`config.mk`:
```
export PLATFORM = sky130hd
export DESIGN_NAME = aes_v3_seq_unit
export DESIGN_NICKNAME = d
export VERILOG_FILES = /design/src/rtl/aes_v3_pkg.sv /design/src/rtl/aes_sbox.sv /design/src/rtl/aes_v3_lane.sv /design/src/rtl/aes_v3_seq_unit.sv
export SDC_FILE = /design/constraint.sdc
export NUM_CORES = 1
export LEC_CHECK = 0
export ABC_AREA = 1
export BUFFER_PORTS_ARGS = -buffer_cell sky130_fd_sc_hd__buf_2
export CAP_MARGIN = 20
export CORE_MARGIN = 3
export CORE_UTILIZATION = 50
export CTS_CLUSTER_SIZE = 20
export DETAILED_ROUTE_END_ITERATION = 7
export HOLD_SLACK_MARGIN = 0.03
export PLACE_DENSITY = 0.77
export SLEW_MARGIN = 20
export SYNTH_ARGS = -nofsm -noshare
export SYNTH_HDL_FRONTEND = slang
export SYNTH_SLANG_ARGS = --single-unit
```
`constraint.sdc`:
```
create_clock -name g_clk -period 14.21 [get_ports g_clk]
set_clock_uncertainty 0.15 [all_clocks]
set_input_delay 1.421 -clock g_clk [delete_from_list [all_inputs] [get_ports g_clk]]
set_output_delay 1.421 -clock g_clk [all_outputs]
set_load 0.02 [all_outputs]
```
`src/rtl/aes_v3_pkg.sv`:
```
// Shared types and GF(2^8) helpers for the sequential AES v3 unit.
package aes_v3_pkg;

  typedef enum logic [1:0] {IDLE = 2'd0, BUSY = 2'd1, DONE = 2'd2} state_t;

  localparam logic [7:0] ENC_M3 = 8'd3;
  localparam logic [7:0] ENC_M2 = 8'd1;
  localparam logic [7:0] ENC_M1 = 8'd1;
  localparam logic [7:0] ENC_M0 = 8'd2;
  localparam logic [7:0] DEC_M3 = 8'd11;
  localparam logic [7:0] DEC_M2 = 8'd13;
  localparam logic [7:0] DEC_M1 = 8'd9;
  localparam logic [7:0] DEC_M0 = 8'd14;

  function automatic logic [7:0] xtime2(input logic [7:0] a);
    return {a[6:0], 1'b0} ^ (a[7] ? 8'h1b : 8'h00);
  endfunction

  // General GF(2^8) multiply, modulus 0x11b.
  function automatic logic [7:0] xtime_n(input logic [7:0] a, input logic [7:0] n);
    logic [7:0] p;
    logic [7:0] x;
    p = 8'h00;
    x = a;
    for (int i = 0; i < 8; i++) begin
      if (n[i]) p = p ^ x;
      x = xtime2(x);
    end
    return p;
  endfunction

  // Column contribution of one byte, msb byte first.
  function automatic logic [31:0] mix_term(input logic [7:0] a, input logic dec);
    if (dec)
      return {xtime_n(a, DEC_M3), xtime_n(a, DEC_M2), xtime_n(a, DEC_M1), xtime_n(a, DEC_M0)};
    return {xtime_n(a, ENC_M3), xtime_n(a, ENC_M2), xtime_n(a, ENC_M1), xtime_n(a, ENC_M0)};
  endfunction

  function automatic logic [31:0] rot_bytes(input logic [31:0] w, input logic [1:0] r);
    case (r)
      2'd0:    return w;
      2'd1:    return {w[23:0], w[31:24]};
      2'd2:    return {w[15:0], w[31:16]};
      default: return {w[7:0], w[31:8]};
    endcase
  endfunction

endpackage

```
`src/rtl/aes_sbox.sv`:
```
// AES forward/inverse S-box computed as GF(2^8) inversion plus affine map.
module aes_sbox
  import aes_v3_pkg::*;
(
  input  logic [7:0] a,
  input  logic       dec,
  output logic [7:0] y
);

  // a^254 is the multiplicative inverse, with 0 mapping to 0.
  function automatic logic [7:0] gf_inv(input logic [7:0] v);
    logic [7:0] p;
    logic [7:0] x;
    p = 8'h01;
    x = v;
    for (int k = 1; k < 8; k++) begin
      x = xtime_n(x, x);
      p = xtime_n(p, x);
    end
    return p;
  endfunction

  logic [7:0] pre;
  logic [7:0] inv;

  always_comb begin
    pre = a;
    if (dec) pre = {a[6:0], a[7]} ^ {a[4:0], a[7:5]} ^ {a[1:0], a[7:2]} ^ 8'h05;
    inv = gf_inv(pre);
    y   = inv;
    if (!dec) y = inv ^ {inv[6:0], inv[7]} ^ {inv[5:0], inv[7:6]} ^ {inv[4:0], inv[7:5]}
                  ^ {inv[3:0], inv[7:4]} ^ 8'h63;
  end

endmodule

```
`src/rtl/aes_v3_lane.sv`:
```
// One byte lane: S-box result and 32-bit column term; unused path sees zero.
module aes_v3_lane
  import aes_v3_pkg::*;
(
  input  logic [7:0]  a,
  input  logic        dec,
  input  logic        mix,
  output logic [7:0]  sub,
  output logic [31:0] term
);

  logic [7:0] sbox_in;

  assign sbox_in = mix ? 8'h00 : a;
  assign term    = mix_term(mix ? a : 8'h00, dec);

  aes_sbox u_sbox (
    .a   (sbox_in),
    .dec (dec),
    .y   (sub)
  );

endmodule

```
`src/rtl/aes_v3_seq_unit.sv`:
```
// Multi-cycle SubBytes/MixColumn ^ rs2 unit with NLANE shared byte lanes.
// Define AES_V3_SEQ_FAST_MIX_EN to finish MixColumn ops in a single BUSY cycle.
module aes_v3_seq_unit
  import aes_v3_pkg::*;
#(
  parameter int unsigned XLEN  = 32,
  parameter int unsigned NLANE = 1
) (
  input  logic            g_clk,
  input  logic            g_rst,
  input  logic            in_valid,
  output logic            in_ready,
  input  logic            in_dec,
  input  logic            in_mix,
  input  logic [XLEN-1:0] in_rs1,
  input  logic [XLEN-1:0] in_rs2,
  input  logic            flush,
  output logic            out_valid,
  input  logic            out_ready,
  output logic [XLEN-1:0] out_rd
);

  localparam int unsigned NBYTE = XLEN / 8;
  localparam int unsigned NSTEP = NBYTE / NLANE;
  localparam int unsigned SW    = (NSTEP > 1) ? $clog2(NSTEP) : 1;

  state_t          state_q, state_d;
  logic [SW-1:0]   step_q, step_d;
  logic            dec_q, dec_d, mix_q, mix_d;
  logic [XLEN-1:0] rs1_q, rs1_d, acc_q, acc_d, rd_d, acc_step;
  logic            lane_en;

  logic [7:0]  lane_a    [NLANE];
  logic [7:0]  lane_sub  [NLANE];
  logic [31:0] lane_term [NLANE];

`ifdef AES_V3_SEQ_FAST_MIX_EN
  assign lane_en = (state_q == BUSY) && !mix_q;
`else
  assign lane_en = (state_q == BUSY);
`endif

  always_comb begin
    for (int l = 0; l < int'(NLANE); l++) begin
      lane_a[l] = 8'h00;
      if (lane_en) lane_a[l] = rs1_q[8*(int'(step_q)*int'(NLANE) + l) +: 8];
    end
  end

  for (genvar g = 0; g < int'(NLANE); g++) begin : g_lane
    aes_v3_lane u_lane (
      .a    (lane_a[g]),
      .dec  (dec_q),
      .mix  (mix_q),
      .sub  (lane_sub[g]),
      .term (lane_term[g])
    );
  end

  // Fold this step's lane results into the accumulator.
  always_comb begin
    acc_step = acc_q;
    for (int l = 0; l < int'(NLANE); l++) begin
      int idx;
      idx = int'(step_q) * int'(NLANE) + l;
      if (mix_q)
        acc_step[32*(idx/4) +: 32] = acc_step[32*(idx/4) +: 32] ^ rot_bytes(lane_term[l], 2'(idx % 4));
      else
        acc_step[8*idx +: 8] = acc_step[8*idx +: 8] ^ lane_sub[l];
    end
  end

`ifdef AES_V3_SEQ_FAST_MIX_EN
  logic [XLEN-1:0] acc_fast;

  always_comb begin
    acc_fast = acc_q;
    for (int i = 0; i < int'(NBYTE); i++)
      acc_fast[32*(i/4) +: 32] = acc_fast[32*(i/4) +: 32]
        ^ rot_bytes(mix_term((state_q == BUSY && mix_q) ? rs1_q[8*i +: 8] : 8'h00, dec_q), 2'(i % 4));
  end
`endif

  always_comb begin
    state_d = state_q;
    step_d  = step_q;
    dec_d   = dec_q;
    mix_d   = mix_q;
    rs1_d   = rs1_q;
    acc_d   = acc_q;
    rd_d    = out_rd;
    case (state_q)
      IDLE: begin
        if (!flush && in_valid && in_ready) begin
          state_d = BUSY;
          step_d  = '0;
          dec_d   = in_dec;
          mix_d   = in_mix;
          rs1_d   = in_rs1;
          acc_d   = in_rs2;
        end
      end
      BUSY: begin
        if (flush) begin
          state_d = IDLE;
          step_d  = '0;
          acc_d   = '0;
`ifdef AES_V3_SEQ_FAST_MIX_EN
        end else if (mix_q) begin
          state_d = DONE;
          step_d  = '0;
          acc_d   = acc_fast;
          rd_d    = acc_fast;
`endif
        end else if (step_q == SW'(NSTEP - 1)) begin
          state_d = DONE;
          step_d  = '0;
          acc_d   = acc_step;
          rd_d    = acc_step;
        end else begin
          step_d = step_q + SW'(1);
          acc_d  = acc_step;
        end
      end
      DONE: begin
        if (flush) begin
          state_d = IDLE;
          acc_d   = '0;
        end else if (out_ready) begin
          state_d = IDLE;
        end
      end
      default: state_d = IDLE;
    endcase
  end

  always_ff @(posedge g_clk or posedge g_rst) begin
    if (g_rst) begin
      state_q   <= IDLE;
      step_q    <= '0;
      dec_q     <= 1'b0;
      mix_q     <= 1'b0;
      rs1_q     <= '0;
      acc_q     <= '0;
      out_rd    <= '0;
      out_valid <= 1'b0;
      in_ready  <= 1'b0;
    end else begin
      state_q   <= state_d;
      step_q    <= step_d;
      dec_q     <= dec_d;
      mix_q     <= mix_d;
      rs1_q     <= rs1_d;
      acc_q     <= acc_d;
      out_rd    <= rd_d;
      out_valid <= (state_d == DONE);
      in_ready  <= (state_d == IDLE);
    end
  end

endmodule

```
Word level (Yosys, flattened, before mapping)
Index checks and enable logic that the tools add are counted.

Register bits: 104. Input port bits: 71. Output and inout bits: 34. Word-level logic and storage cells: 484.

Add/subtract/negate cells: 2. Equal/unequal tests: 8. Shift-type cells: 4. Muxes and demuxes: 238. Bitwise operators: 211. Reductions and logical operators: 12.

Operators by type and width (number): 2-to-1 mux 8 bit (116); bitwise XOR 8 bit (109); bitwise XOR 8 x 5 -> 8 bit (91); 2-to-1 mux 5 bit (95); 2-to-1 mux 32 bit (7); one-hot mux 32 bit (3 select lines) (2); variable part select 32 x 6 -> 8 bit (2); negation 5 -> 33 bit (1); variable shift 8 x 33 -> 32 bit (first input constant) (1); variable part select 8 x 33 -> 32 bit (1); bitwise mux 32 bit (1); bitwise XOR 32 bit (1); 2-to-1 mux 2 bit (9); == test 2 bit (second input constant) (4); 2-to-1 mux 7 bit (1); inverter 1 bit (first input constant) (7); logical NOT 2 bit (3); 2-to-1 mux 6 bit (1); one-hot mux 2 bit (3 select lines) (1); AND reduction 3 bit (2); == test 2 x 1 -> 1 bit (second input constant) (2); 2-to-1 mux 4 bit (1); inequality test 2 bit (second input constant) (2); inverter 4 bit (1); other kinds (11) (14).

Logic depth before layout (Yosys ltp)
Depth after elaboration: 146. Depth in mapped cells: 145. Mapped depth without buffers: 139.

Hierarchy
Synthesis repeated with hierarchy kept, for this count alone.

Cell total of the unflattened synthesis: 5304. Area total of the unflattened synthesis: 29037.8 sq um.

Modules (own cells, without submodules): aes_sbox (instances 1, cells each 4109, area each 21067.7 sq um, seq. area each 0.0 sq um); aes_v3_seq_unit (instances 1, cells each 1021, area each 7165.6 sq um, seq. area each 2602.5 sq um); aes_v3_lane (instances 1, cells each 174, area each 804.5 sq um, seq. area each 0.0 sq um).

Least setup slack after synthesis
OpenSTA, ideal clock, no wires.

Kind: reg-to-reg. Start point: register step_q[0]. End point: register acc_q[31]. Arrival time: 13.365 ns. Required time: 13.978 ns. Slack: 0.613 ns. Stages on the path, launching flop included: 117. Buffers on the path: 11. Period minus slack after synthesis: 13.597 ns. Cells stage by stage: dfrtp_1 > buf_6 > inv_6 > nand2_2 > nand3_2 > nand2_1 > nor2_2 > nand3_1 > nand3_1 > nand3_2 > nand2_8 > buf_6 > buf_6 > ha_1 > inv_1 > nand3_1 > nand3_1 > nand2_1 > [... 81 more ...] > nand2_1 > nand2_1 > nand3_1 > nand2_1 > nand2_1 > nand3b_1 > nand3_1 > nand2_4 > inv_2 > nand2_2 > nand2_2 > nand2_1 > nand3_2 > xor2_2 > nand3_2 > o21ai_2 > nand3_2 > a22oi_2.

Cells in the longest elaborated chain, start to end: 143. Elaborated cells between the ends (all ways): 433.

Ends and longest elaborated chain: start, declared (RTL line aes_v3_seq_unit.sv:28) `logic [SW-1:0] step_q, step_d;`; start signal, assigned (RTL line aes_v3_seq_unit.sv:150) `step_q <= step_d;`; variable part select 32 x 6 -> 8 bit (RTL line aes_v3_seq_unit.sv:46) `if (lane_en) lane_a[l] = rs1_q[8*(int'(step_q)*int'(NLANE) + l) +: 8];`; 2-to-1 mux 8 bit (RTL line aes_v3_seq_unit.sv:46); 2-to-1 mux 8 bit (RTL line aes_v3_lane.sv:14) `assign sbox_in = mix ? 8'h00 : a;`; bitwise XOR 8 bit (2 in a row) (RTL line aes_sbox.sv:28) `if (dec) pre = {a[6:0], a[7]} ^ {a[4:0], a[7:5]} ^ {a[1:0], a[7:2]} ^ 8'h05;`; inverter 2 bit (no source line); 2-to-1 mux 8 bit (RTL line aes_sbox.sv:28); 2-to-1 mux 8 bit (RTL line aes_v3_pkg.sv:26) `if (n[i]) p = p ^ x;`; bitwise XOR 8 bit (RTL line aes_v3_pkg.sv:26); [... 126 more ...]; inverter 4 bit (no source line); 2-to-1 mux 8 bit (RTL line aes_sbox.sv:31) `if (!dec) y = inv ^ {inv[6:0], inv[7]} ^ {inv[5:0], inv[7:6]} ^ {inv[4:0], inv[7:5]}`; bitwise XOR 8 bit (RTL line aes_v3_seq_unit.sv:69) `acc_step[8*idx +: 8] = acc_step[8*idx +: 8] ^ lane_sub[l];`; variable part select 8 x 33 -> 32 bit (RTL line aes_v3_seq_unit.sv:69); bitwise mux 32 bit (RTL line aes_v3_seq_unit.sv:69); 2-to-1 mux 32 bit (*) (RTL line aes_v3_seq_unit.sv:66) `if (mix_q)`; 2-to-1 mux 32 bit (*) (RTL line aes_v3_seq_unit.sv:104) `if (flush) begin`; one-hot mux 32 bit (3 select lines) (*) (RTL line aes_v3_seq_unit.sv:92) `case (state_q)`; end signal, assigned (RTL line aes_v3_seq_unit.sv:144) `acc_q <= '0;`; end signal, assigned (RTL line aes_v3_seq_unit.sv:154) `acc_q <= acc_d;`; end, declared (RTL line aes_v3_seq_unit.sv:30) `logic [XLEN-1:0] rs1_q, rs1_d, acc_q, acc_d, rd_d, acc_step;`.

Every way passes the cells marked *; elsewhere a longest branch is shown, timed or not. The select of a mux whose other input is x is not followed. A chain may end at the register's enable or synchronous reset.

Final worst setup path
Start point: register step_q[0]. End point: register acc_q[12].

Same word-level chain as after synthesis.

==> reports/results.ini <==
[yosys]
ys_ff_latch = 104
synth_largest_area_cell = nand2_1
avgSynthCellArea_sq_um = 6.30
synth_flop_cell = dfrtp_1
syn_nets = 5288
syn_inst = 5199
yosysWarningCount = 0
netlist_top_cells_area = nand2_1 18%, nand3_1 10%, nand2_4 8.5%
synth_cell_types = 75
async_flop_share = 1.00
synth_seq_area_share = 0.0795
synth_edf_count = 0
syn-cell-area_sq_um = 32800
yosysTopAreaCellShare = 0.184

[timing]
whs_ns = 0.332
period_minus_slack_ns = 13.76
rsz0062_at_grt = true
worst_pin_slew_ns = 0.999
max_freq_ghz = 0.0727
final_max_slew_viol_count = 0
setup_viol = 0
max_slew_margin = 0.333
finalHoldViolations = 0
min_period_over_period = 0.968

[clock_tree]
cts.path.max_buffers = 2
clk_latency_ns = 0.37
cts_tree = built
cts.sinks = 104
ctsHoldBuffers = 0
cts_htree_levels = 3
numCtsBuffers = 9
path_clk_slew_ns = 0.07
clockRootBuffer = clkbuf_16

[global_route]
overflow = 0
track_usage = 0.269
grt_max_degree = 80
grt_pass1_wl_um = 155000
grt_pass1_vias = 30479
antenna_found_initial = 0

[finish]
antennaDiodeCount = 0
fill_cells = 5718
final_area_sq_um = 38800
drive_gt1_frac = 0.384
area_delta_synth_final_pct = 18.4
final_nets = 5667

[routing]
drt_wl_total_um = 106000
via_per_inst = 5.61
drc_errors = 2
wire_per_inst_um = 16.4
antenna_left = 0
firstDrtPassIters = 8
drtIter0Drc = 3840
route.vias.total = 36138

[placement]
post_dp_cell_area_sq_um = 33000
hpwlAfterDp_um = 74800
globalplace.congestion = 0.999
io_buffers = 104

[setup_path]
cp-end-kind = register
critPathRequiredTime_ns = 14.36
arrival_ns = 13.91
worstSetupPathType = reg2reg
crit_buf_inv = 18
slowest_stage = dfrtp_2
cpPeakStageDelay_ns = 0.42
cp_max_fo = 13
path_delay_family = simple AND/OR/NAND/NOR gates
cp_common_cell = nand2_1
critPathLaunchType = register

[outcome]
violations = DRC
status = complete, but fails checks

[floorplanning]
die_h_um = 262
num_rows = 93
num_io_pins = 105
dieWidth_um = 262
start_util = 0.507
coreArea_sq_um = 64600
floorplan.die_area_sq_um = 68600

[flow_run]
maxCapViolCount = 0

[hold_path]
hp-class = reg2reg

==> flip-flops by register name, summed over array words and instances (netlist names) <==
register	count
acc_q	32
in_ready	1
rs1_q	32
state_q	2
mix_q	1
dec_q	1
out_rd	32
step_q	2
out_valid	1
==> cell type report <==
type / instances / area [sq um] / share of cell area
Multi-Input combinational cell: 4403 / 28400 / 0.733
Sequential cell: 104 / 2610 / 0.0672
Timing Repair inverter: 1 / 11.3 / 0.000290
Clock buffer: 10 / 229 / 0.00590
Timing Repair Buffer: 531 / 4100 / 0.106
Tap cell: 855 / 1070 / 0.0276
Clock inverter: 6 / 50.0 / 0.00129
Inverter: 528 / 2280 / 0.0587
==> cell usage in the layout (no fill, tap or decap), drive strengths merged, types with 14 or more instances in the layout <==
cell type and n:
a21oi 167, o22ai 14, ha 18, buf 529
nand2 2330, xnor2 89, clkinv 28, xor2 187
nand4 72, mux2 28, o21ai 160, inv 502
dfrtp 104, nand3b 53, nor2 349, nand3 855
==> cell usage after synthesis, drive strengths merged, types with 3 or more instances <==
| cell | number |
|---|---|
| nor2 | 349 |
| a22oi | 7 |
| o21bai | 10 |
| or2 | 13 |
| o22ai | 14 |
| buf | 110 |
| xnor2 | 89 |
| o2111ai | 13 |
| nand3 | 855 |
| dlygate4sd3 | 6 |
| xor2 | 187 |
| nand2 | 2316 |
| nand3b | 53 |
| mux2 | 28 |
| a32oi | 5 |
| ha | 18 |
| inv | 503 |
| o211ai | 13 |
| nand2b | 3 |
| a21oi | 167 |
| a221oi | 7 |
| clkinv | 22 |
| o221ai | 3 |
| dfrtp | 104 |
| clkbuf | 59 |
| nand4 | 72 |
| o21ai | 160 |
==> worst paths after layout <==
path	end	startpoint	cells after the start	slack, ns
worst min-delay path	out_rd[30]$_DFFE_PP0P_	out_rd[30]$_DFFE_PP0P_	2	0.33
min in group asynchronous	rs1_q[4]$_DFFE_PP0P_	g_rst	2	0.86
max in group asynchronous	step_q[1]$_DFFE_PP0P_	g_rst	3	11.99
worst max-delay path	acc_q[12]$_DFFE_PP0P_	step_q[0]$_DFFE_PP0P_	119	0.45
worst min register to register	out_rd[30]$_DFFE_PP0P_	out_rd[30]$_DFFE_PP0P_	2	0.33
worst max register to register	acc_q[12]$_DFFE_PP0P_	step_q[0]$_DFFE_PP0P_	119	0.45
==> layer usage <==
layer  wire [um]  track usage
met1       42700        0.354
met2       51200        0.464
met3        7600       0.0270
met4        4370       0.0848
met5           0            0
==> tightest hold or removal path, cell delays in order (launching register included) <==
cell and delay, ns:
dfrtp_1 0.34, nand2_1 0.05, nand2_1 0.06
==> stage by stage <==
step,utilization,setup WS [ns],setup TNS (ns),cells
2_1_floorplan,-,0.613,0,5199
3_3_place_gp,0.511,-0.0732,-0.219,6071
3_5_place_dp,0.511,-0.374,-14.74,6071
4_1_cts,0.520,0.0188,0,6102
5_1_grt,0.601,-0.585,-27.88,6438
6_report,0.601,0.452,0,6438
==> cells by family after synthesis <==
family | Yosys count | share of synthesized area
simple gates | 3664 | 0.610
buf+inv | 706 | 0.129
compound gates | 403 | 0.0755
xor+xnor | 276 | 0.0896
flops | 104 | 0.0795
mux | 28 | 0.00963
fa+ha+maj | 18 | 0.00688
==> timing repair <==
| action | in CTS | in global routing |
|---|---|---|
| setup buffers | 14 | 319 |
| gates cloned | 1 | 16 |
| setup endpoints to repair | 64 | 64 |
| pin swaps | 5 | 251 |
| gates resized for setup | 32 | 532 |
Power is left out: the tool's default activity adds up to more than one toggle a clock period on the data nets, which glitch-free logic cannot reach.
